## config.mk

```make
export PLATFORM = sky130hd
export DESIGN_NAME = down_counter
export DESIGN_NICKNAME = d
export VERILOG_FILES = /design/src/rtl/down_counter_pkg.sv /design/src/rtl/down_counter.sv
export SDC_FILE = /design/constraint.sdc
export NUM_CORES = 1
export LEC_CHECK = 0
export ABC_AREA = 1
export BUFFER_PORTS_ARGS = -buffer_cell sky130_fd_sc_hd__buf_2
export CAP_MARGIN = 20
export CORE_AREA = 3 3 44 46
export DETAILED_ROUTE_END_ITERATION = 10
export DIE_AREA = 0 0 47 49
export PLACE_DENSITY = 0.65
export SLEW_MARGIN = 15
export SYNTH_ARGS = -nofsm -noshare
export SYNTH_HDL_FRONTEND = slang
export SYNTH_SLANG_ARGS = --single-unit
```

## constraint.sdc

```tcl
create_clock -name clk -period 3.6 [get_ports clk]
set_clock_uncertainty 0.05 [all_clocks]
set_input_delay 0.18 -clock clk [delete_from_list [all_inputs] [get_ports clk]]
set_output_delay 0.18 -clock clk [all_outputs]
set_load 0.02 [all_outputs]
```

## src/rtl/down_counter_pkg.sv

```systemverilog
// Shared definitions for the down counter: controller state encoding and default width.
package down_counter_pkg;

  localparam int DEFAULT_WIDTH = 4;

  typedef enum logic [1:0] {
    IDLE = 2'b00,
    RUN  = 2'b01,
    DONE = 2'b10
  } state_t;

endpackage

```

## src/rtl/down_counter.sv

```systemverilog
// Loadable down counter with terminal-count pulse and optional auto-reload.
// The controller has three states (IDLE/RUN/DONE). A load always overrides counting.
module down_counter
  import down_counter_pkg::*;
#(
  parameter int WIDTH = DEFAULT_WIDTH
) (
  input  logic             clk,
  input  logic             rst,
  input  logic             en,
  input  logic             load,
  input  logic [WIDTH-1:0] load_val,
  input  logic             auto_reload,
  output logic [WIDTH-1:0] counter,
  output logic             tc,
  output logic             busy,
  output logic             done
);

  localparam logic [WIDTH-1:0] ONE = {{(WIDTH-1){1'b0}}, 1'b1};

  state_t           r_state;
  state_t           w_state_next;
  logic [WIDTH-1:0] r_counter;
  logic [WIDTH-1:0] w_counter_next;
  logic [WIDTH-1:0] r_reload;
  logic             r_tc;
  logic             w_run_step;
  logic             w_term;
  logic             w_load_zero;

  assign w_load_zero = (load_val == '0);
  assign w_run_step  = (r_state == RUN) && en && !load;
  assign w_term      = w_run_step && (r_counter == ONE);

  always_ff @(posedge clk or posedge rst) begin
    if (rst) begin
      r_state <= IDLE;
    end else begin
      r_state <= w_state_next;
    end
  end

  always_comb begin
    w_state_next = r_state;
    if (load) begin
      w_state_next = w_load_zero ? IDLE : RUN;
    end else if (w_term && !auto_reload) begin
      w_state_next = DONE;
    end
  end

  always_comb begin
    busy = (r_state == RUN);
    done = (r_state == DONE);
  end

  // The != 0 guard keeps the count from ever wrapping to all-ones.
  always_comb begin
    w_counter_next = r_counter;
    if (load) begin
      w_counter_next = load_val;
    end else if (w_term) begin
      w_counter_next = auto_reload ? r_reload : '0;
    end else if (w_run_step && (r_counter != '0)) begin
      w_counter_next = r_counter - ONE;
    end
  end

  always_ff @(posedge clk or posedge rst) begin
    if (rst) begin
      r_counter <= '0;
      r_reload  <= '0;
      r_tc      <= 1'b0;
    end else begin
      r_counter <= w_counter_next;
      r_tc      <= w_term;
      if (load) begin
        r_reload <= load_val;
      end
    end
  end

  assign counter = r_counter;
  assign tc      = r_tc;

endmodule
```

==> summary.md, run 1 <==
| Metric | Value |
|---|---|
| Fmax achieved | `692 MHz` |
| Die W | `47 µm` |
| Critical Path RT | `3710 ps` |
| # port buffers | `15` |
| # diodes | `0` |
| Rows | `14` |
| Filler cell count | `162` |
| Hold Path End | `r_reload[0]$_DFFE_PP0P_` |
| CP Launch Type | `flip-flop` |
| Setup CP Type | `flip-flop to flip-flop` |
| Overflow after GRT | `0` |
| Root Buffer | `clkbuf_4` |
| Routed vias/inst | `4.76` |
| Largest cells by area after synthesis | `dfrtp_1 40%, nand2_1 21%, nand3_1 7.2%` |
| Worst-path fanout max | `9` |
| DRT iter0 DRCs | `7` |
| IR drop worst, VDD | `0.000260 V` |
| Reg clk slew, reported paths | `70 ps` |
| Share of cells above drive strength 1 | `22.9%` |
| R2R cell count | `9` |
| Netlist cell types | `19` |
| RSZ-0062 raised after global routing | `no` |
| Max Slew Vio Count | `0` |
| Die Span Y | `49 µm` |
| Final wirelength | `1.36 mm` |
| WP data arrival | `1560 ps` |
| Reg-to-reg slack, setup | `2160 ps` |
| Pwr Density | `480 nW/µm²` |
| Resized cells post-CTS | `0` |
| MaxCap Viol Count | `0` |
| Post-synthesis cell count | `90` |
| Final Wtd Congestion | `0.795` |
| Hold path startpoint | `load_val[0]` |
| Worst R2R Start | `counter[1]$_DFFE_PP0P_` |
| Post-synth top area share | `39.6%` |
| Global-route wire length before repair | `2.35 mm` |
| Hold Crit Depth | `3` |
| IO Pins | `16` |
| # H-tree levels | `1` |
| Endpoint of the worst-slack reg-to-reg timing path | `counter[2]$_DFFE_PP0P_` |
| Initial antenna violation count | `0` |
| Register Area | `275 µm²` |
| Vias in the first global route | `542` |
| DP HPWL | `1.11 mm` |
| Fin Setup TNS | `0 ps` |
| Starting Density | `45.1%` |
| Most common cell after layout, fill and taps aside | `nand2_1` |
| Via count | `595` |
| Synthesized area per cell | `7.73 µm²` |
| Clock insertion delay at the later pin of the skew report | `270 ps` |
| Multi-input gate area | `368 µm²` |
| Largest area contributor in the netlist | `dfrtp_1` |
| Synthesized cell area | `696 µm²` |
| Area growth, synth to finish | `18.2%` |
| Number of iterations in the first detailed-routing pass | `4` |
| Clock buffer depth | `2` |
| Most frequent cells in the layout | `39 x nand2_1, 15 x buf_2, 11 x inv_1, 11 x dfrtp_1, 10 x nand3_1` |
| Hold Fails Final Rpt | `0` |
| Clock Sinks | `11` |
| Largest net degree at the start of global routing | `14` |
| Antenna-violating nets left | `0` |
| Fin crit period | `1440 ps` |
| Seq cells post-synth | `11` |
| Die area | `2300 µm²` |
| GR Util All Layers | `14.3%` |
| Status | `finished, final reports clean` |
| CTS tree | `built` |
| Synth Net Count | `102` |
| Static leakage | `0.486 nW` |
| Drc violations | `0` |
| Tightest Hold Check Type | `input pin to flip-flop` |
| WHS | `100 ps` |
| Max_slew headroom | `71.8%` |
| DR WL/cell | `10.9 µm` |
| Syn. warnings | `0` |
| Worst-Margin Slew | `423 ps` |
| Setup violations, final | `0` |
| Sequential fraction of the synthesis area | `39.6%` |
| Nets | `122` |
| Tcrit/Tclk final | `40.1%` |
| TritonCTS buffer count | `3` |
| Worst setup EP type | `flip-flop` |
| Core Box Area | `1540 µm²` |
-- worst max-delay path, stage by stage (launching register included) --
cell     delay [ps]
dfrtp_1         400
inv_1           100
ha_1            190
nand2_4          80
nor2_8          160
nand2_8          90
nand3_4          90
inv_1            70
nand2_1          60
nand2_1          50
-- final cells by class --
class / instances / area share (%)
inverter: 12 / 5.78
multi-input combinational: 66 / 44.7
timing repair buffer: 16 / 10.4
sequential: 11 / 33.5
clock buffer: 4 / 3.20
tap: 16 / 2.44
-- worst max-delay path by stage --
stage                           startpoint                     end
global route        counter[1]$_DFFE_PP0P_  counter[2]$_DFFE_PP0P_
global placement    counter[1]$_DFFE_PP0P_  counter[1]$_DFFE_PP0P_
floorplan           counter[1]$_DFFE_PP0P_  counter[2]$_DFFE_PP0P_
finish              counter[1]$_DFFE_PP0P_  counter[2]$_DFFE_PP0P_
detailed placement  counter[1]$_DFFE_PP0P_  counter[2]$_DFFE_PP0P_
CTS                 counter[1]$_DFFE_PP0P_  counter[2]$_DFFE_PP0P_
-- state kept, by name, indices dropped and copies added, names as in the netlist --
name	count
counter	4
r_reload	4
r_state	2
tc	1
-- routing by layer --
layer / vias to the layer above / global-route usage (%) / wire length (µm)
met5: - / 0 / 0
met1: 258 / 19.9 / 655
met2: 12 / 19.5 / 609
met3: 5 / 2.21 / 55
li1: 320 / - / -
met4: 0 / 9.68 / 44
-- where the power goes --
group	total (W)	internal [W]	switching, W
sequential	0.000160	0.000141	0.0000183
combinational	0.000150	0.0000543	0.0000953
clock	0.0000856	0.0000430	0.0000426
-- Yosys cell counts --
cell,n
nand2_1,39
o22ai_1,1
nand2_8,1
a21oi_2,1
inv_1,11
nor2_4,1
inv_4,1
nand2_4,1
xnor2_1,1
nor2_8,1
o211ai_1,1
nand3_1,10
buf_2,1
ha_1,3
dfrtp_1,11
o21ai_1,1
nor2_1,3
nand3_4,1
nor4_1,1
-- repair_timing --
| item | CTS | global route |
|---|---|---|
| setup endpoints to repair | 0 | 0 |
| endpoints found under the hold margin | 11 | 0 |
| hold buffers | 1 | 0 |
| setup buffers | 0 | 0 |
-- metrics by stage --
step | utilization, % | worst slack (ps) | area [µm²] | cells | power [W]
2_1_floorplan | - | 2140 | 696 | 90 | 0.000271
3_3_place_gp | 51.0 | 2170 | 786 | 120 | 0.000311
3_5_place_dp | 51.0 | 2160 | 786 | 120 | 0.000313
4_1_cts | 53.3 | 2150 | 822 | 125 | 0.000401
5_1_grt | 53.3 | 2010 | 822 | 125 | 0.000430
6_report | 53.3 | 2160 | 822 | 125 | 0.000395
-- kinds of logic (layout without fill, tap and decap cells) --
| kind of cell | Yosys count | count (layout) | share of synthesized area (%) |
|---|---|---|---|
| compound gates | 4 | 4 | 3.96 |
| flops | 11 | 11 | 39.6 |
| simple gates | 58 | 58 | 42.3 |
| buf+inv | 13 | 32 | 7.55 |
| xor+xnor | 1 | 1 | 1.26 |
| fa+ha+maj | 3 | 3 | 5.40 |
Note: power is estimated with default switching activity, not from simulation.
==> inputs of run 2 (changes only) <==
==> constraint.sdc (replaced) <==
create_clock -name clk -period 1.51 [get_ports clk]
set_clock_uncertainty 0.05 [all_clocks]
set_input_delay 0.0755 -clock clk [delete_from_list [all_inputs] [get_ports clk]]
set_output_delay 0.0755 -clock clk [all_outputs]
set_load 0.02 [all_outputs]
==> run 2 against run 1 <==
Compared with the run above:
- largest cell class unchanged
- utilization rose by 1.4 points
- worst setup slack got worse by 2000 ps
- critical endpoint is now counter[0]$_DFFE_PP0P_
- sequential power rose by 140%
- largest power group is now combinational logic
- critical path type unchanged
==> summary.md, run 2 (synthesis gave the netlist of run 1 again) <==
| Metric | Value |
|---|---|
| CP most frequent cell | `nand2_1` |
| Filler cell count | `158 (was 162)` |
| Fin area | `843 µm² (was 822 µm²)` |
| Reg clk slew, reported paths | `70 ps (about the same)` |
| DR WL/cell | `10.3 µm (was 10.9 µm)` |
| Pwr Density | `1130 nW/µm² (was 480 nW/µm²)` |
| Global-route wire length before repair | `2.23 mm (was 2.35 mm)` |
| GR Util All Layers | `12.7% (was 14.3%)` |
| Clock insertion delay at the later pin of the skew report | `260 ps (was 270 ps)` |
| Largest delay share family, worst path | `simple AND/OR/NAND/NOR gates (unchanged)` |
| # diodes | `0 (unchanged)` |
| Number of iterations in the first detailed-routing pass | `4 (unchanged)` |
| Max_slew headroom | `73.0% (was 71.8%)` |
| Final Non-Filler Cells | `126 (was 125)` |
| Largest net degree at the start of global routing | `14 (unchanged)` |
| Clock Sinks | `11 (unchanged)` |
| Slowest-stage cell, CP | `dfrtp_1 (unchanged)` |
| Placed Area | `793 µm² (was 786 µm²)` |
| Critical Path RT | `1610 ps (was 3710 ps)` |
| Via count | `590 (was 595)` |
| CTS tree | `built (unchanged)` |
| RSZ-0062 raised after global routing | `no (unchanged)` |
| Area growth, synth to finish | `21.2% (was 18.2%)` |
| # H-tree levels | `1 (unchanged)` |
| Max Slew Vio Count | `0 (unchanged)` |
| MaxCap Viol Count | `0 (unchanged)` |
| Core Util, Final | `54.7% (was 53.3%)` |
| Buf+Inv Stages, Crit Path | `2 (unchanged)` |
| Placed Instances | `121 (was 120)` |
| IO Pins | `16 (unchanged)` |
| Core Box Area | `1540 µm² (unchanged)` |
| CP cell instances | `inv_1, nand2_1, nor2_4, nand2_1, nand3_4, inv_1, nand2_1, nand2_1 (was inv_1, ha_1, nand2_4, nor2_8, nand2_8, nand3_4, inv_1, nand2_1, nand2_1)` |
| Clock buffer depth | `2 (unchanged)` |
| Worst setup EP type | `flip-flop (unchanged)` |
| Initial antenna violation count | `0 (unchanged)` |
| Final Wtd Congestion | `0.796 (was 0.795)` |
| Die W | `47 µm (unchanged)` |
| Fin Setup TNS | `0 ps (unchanged)` |
| Worst-path fanout max | `6 (was 9)` |
| WP data arrival | `1470 ps (was 1560 ps)` |
| Final wirelength | `1.30 mm (was 1.36 mm)` |
| DP HPWL | `1.08 mm (was 1.11 mm)` |
| Tcrit/Tclk final | `90.8% (was 40.1%)` |
| Die Span Y | `49 µm (unchanged)` |
| Root Buffer | `clkbuf_4 (unchanged)` |
| Overflow after GRT | `0 (unchanged)` |
| Rows | `14 (unchanged)` |
| Drc violations | `0 (unchanged)` |
| Setup CP Type | `flip-flop to flip-flop (unchanged)` |
| Fin crit period | `1370 ps (was 1440 ps)` |
| CP Launch Type | `flip-flop (unchanged)` |
| Setup violations, final | `0 (unchanged)` |
| IR drop worst, VDD | `0.000716 V (was 0.000260 V)` |
| Most frequent cells in the layout | `39 x nand2_1, 15 x buf_2, 10 x nand3_1, 10 x dfrtp_1, 9 x inv_1 (was 39 x nand2_1, 15 x buf_2, 11 x inv_1, 11 x dfrtp_1, 10 x nand3_1)` |
| Routed vias/inst | `4.68 (was 4.76)` |
| Die area | `2300 µm² (unchanged)` |
| Vias in the first global route | `539 (was 542)` |
| DRT iter0 DRCs | `5 (was 7)` |
| Reg-to-reg slack, setup | `140 ps (was 2160 ps)` |
| Fmax achieved | `729 MHz (was 692 MHz)` |
| Starting Density | `45.1% (unchanged)` |
| Nets | `123 (was 122)` |
| # port buffers | `15 (unchanged)` |
| Worst-Margin Slew | `405 ps (was 423 ps)` |
| Static leakage | `0.489 nW (was 0.486 nW)` |
| TritonCTS buffer count | `3 (unchanged)` |
| Antenna-violating nets left | `0 (unchanged)` |
| Most common cell after layout, fill and taps aside | `nand2_1 (unchanged)` |
| Status | `finished, final reports clean (unchanged)` |
| Postcts setup bufs | `0 (unchanged)` |
| Share of cells above drive strength 1 | `27.3% (was 22.9%)` |
| WHS | `6.88 ps (was 100 ps)` |
| Tightest Hold Check Type | `input pin to flip-flop (unchanged)` |
| Largest stage delay on the critical path | `360 ps (was 400 ps)` |
| Hold Fails Final Rpt | `0 (unchanged)` |
## run 2: changes by cell type in the layout (fill, tap and decap cells not counted)
cell / delta
buf_4: +1
dfrtp_1: -1
dfrtp_2: +1
ha_1: -1
ha_4: +1
inv_1: -2
inv_2: +2
## run 2: final timing paths
kind,from,end,depth (start not counted)
setup / recovery,r_state[1]$_DFFE_PP0P_,counter[0]$_DFFE_PP0P_,8
hold / removal,load_val[3],r_reload[3]$_DFFE_PP0P_,3
setup reg to reg,r_state[1]$_DFFE_PP0P_,counter[0]$_DFFE_PP0P_,8
hold reg to reg,r_reload[3]$_DFFE_PP0P_,r_reload[3]$_DFFE_PP0P_,2
max in group asynchronous,rst,counter[0]$_DFFE_PP0P_,3
min in group asynchronous,rst,r_reload[1]$_DFFE_PP0P_,3
## run 2: report_power, final
group          total, W  switching, W  internal, W  leakage, nW
sequential     0.000377     0.0000392     0.000338        0.135
clock          0.000196     0.0000934     0.000102       0.0150
combinational  0.000382      0.000237     0.000145        0.340
## run 2: per-stage QoR
stage	total power (W)	setup slack [ps]
after detailed placement	0.000754	55.1
after CTS	0.000958	44.8
after floorplan	0.000647	48.6
final	0.000955	139
after global placement	0.000755	79.5
after global routing	0.00104	4.60
## run 2: cell type report
cell class                      instances  area, µm²  area share (%)
Sequential cell                        11        277            32.8
Clock buffer                            4       26.3            3.12
Tap cell                               16       20.0            2.37
Multi-Input combinational cell         66        380            45.1
Timing Repair Buffer                   17       92.6            11.0
Inverter                               12       47.5            5.64
## run 2: repair_timing
action                     in CTS  in global routing
hold buffers                    1                  0
setup endpoints to repair       0                  5
resized for setup               0                  5
hold endpoints to repair       11                  0
## run 2: layer usage
layer	track usage [%]	vias up	wire (µm)
met1	18.5	259	653
met5	0	-	0
met4	5.53	0	0
met3	2.21	0	45
met2	18.1	11	601
li1	-	320	-
## run 2: worst min-delay path, cell delays in order
cell and delay (ps):
buf_2 90, nand2_1 60, nand2_1 60
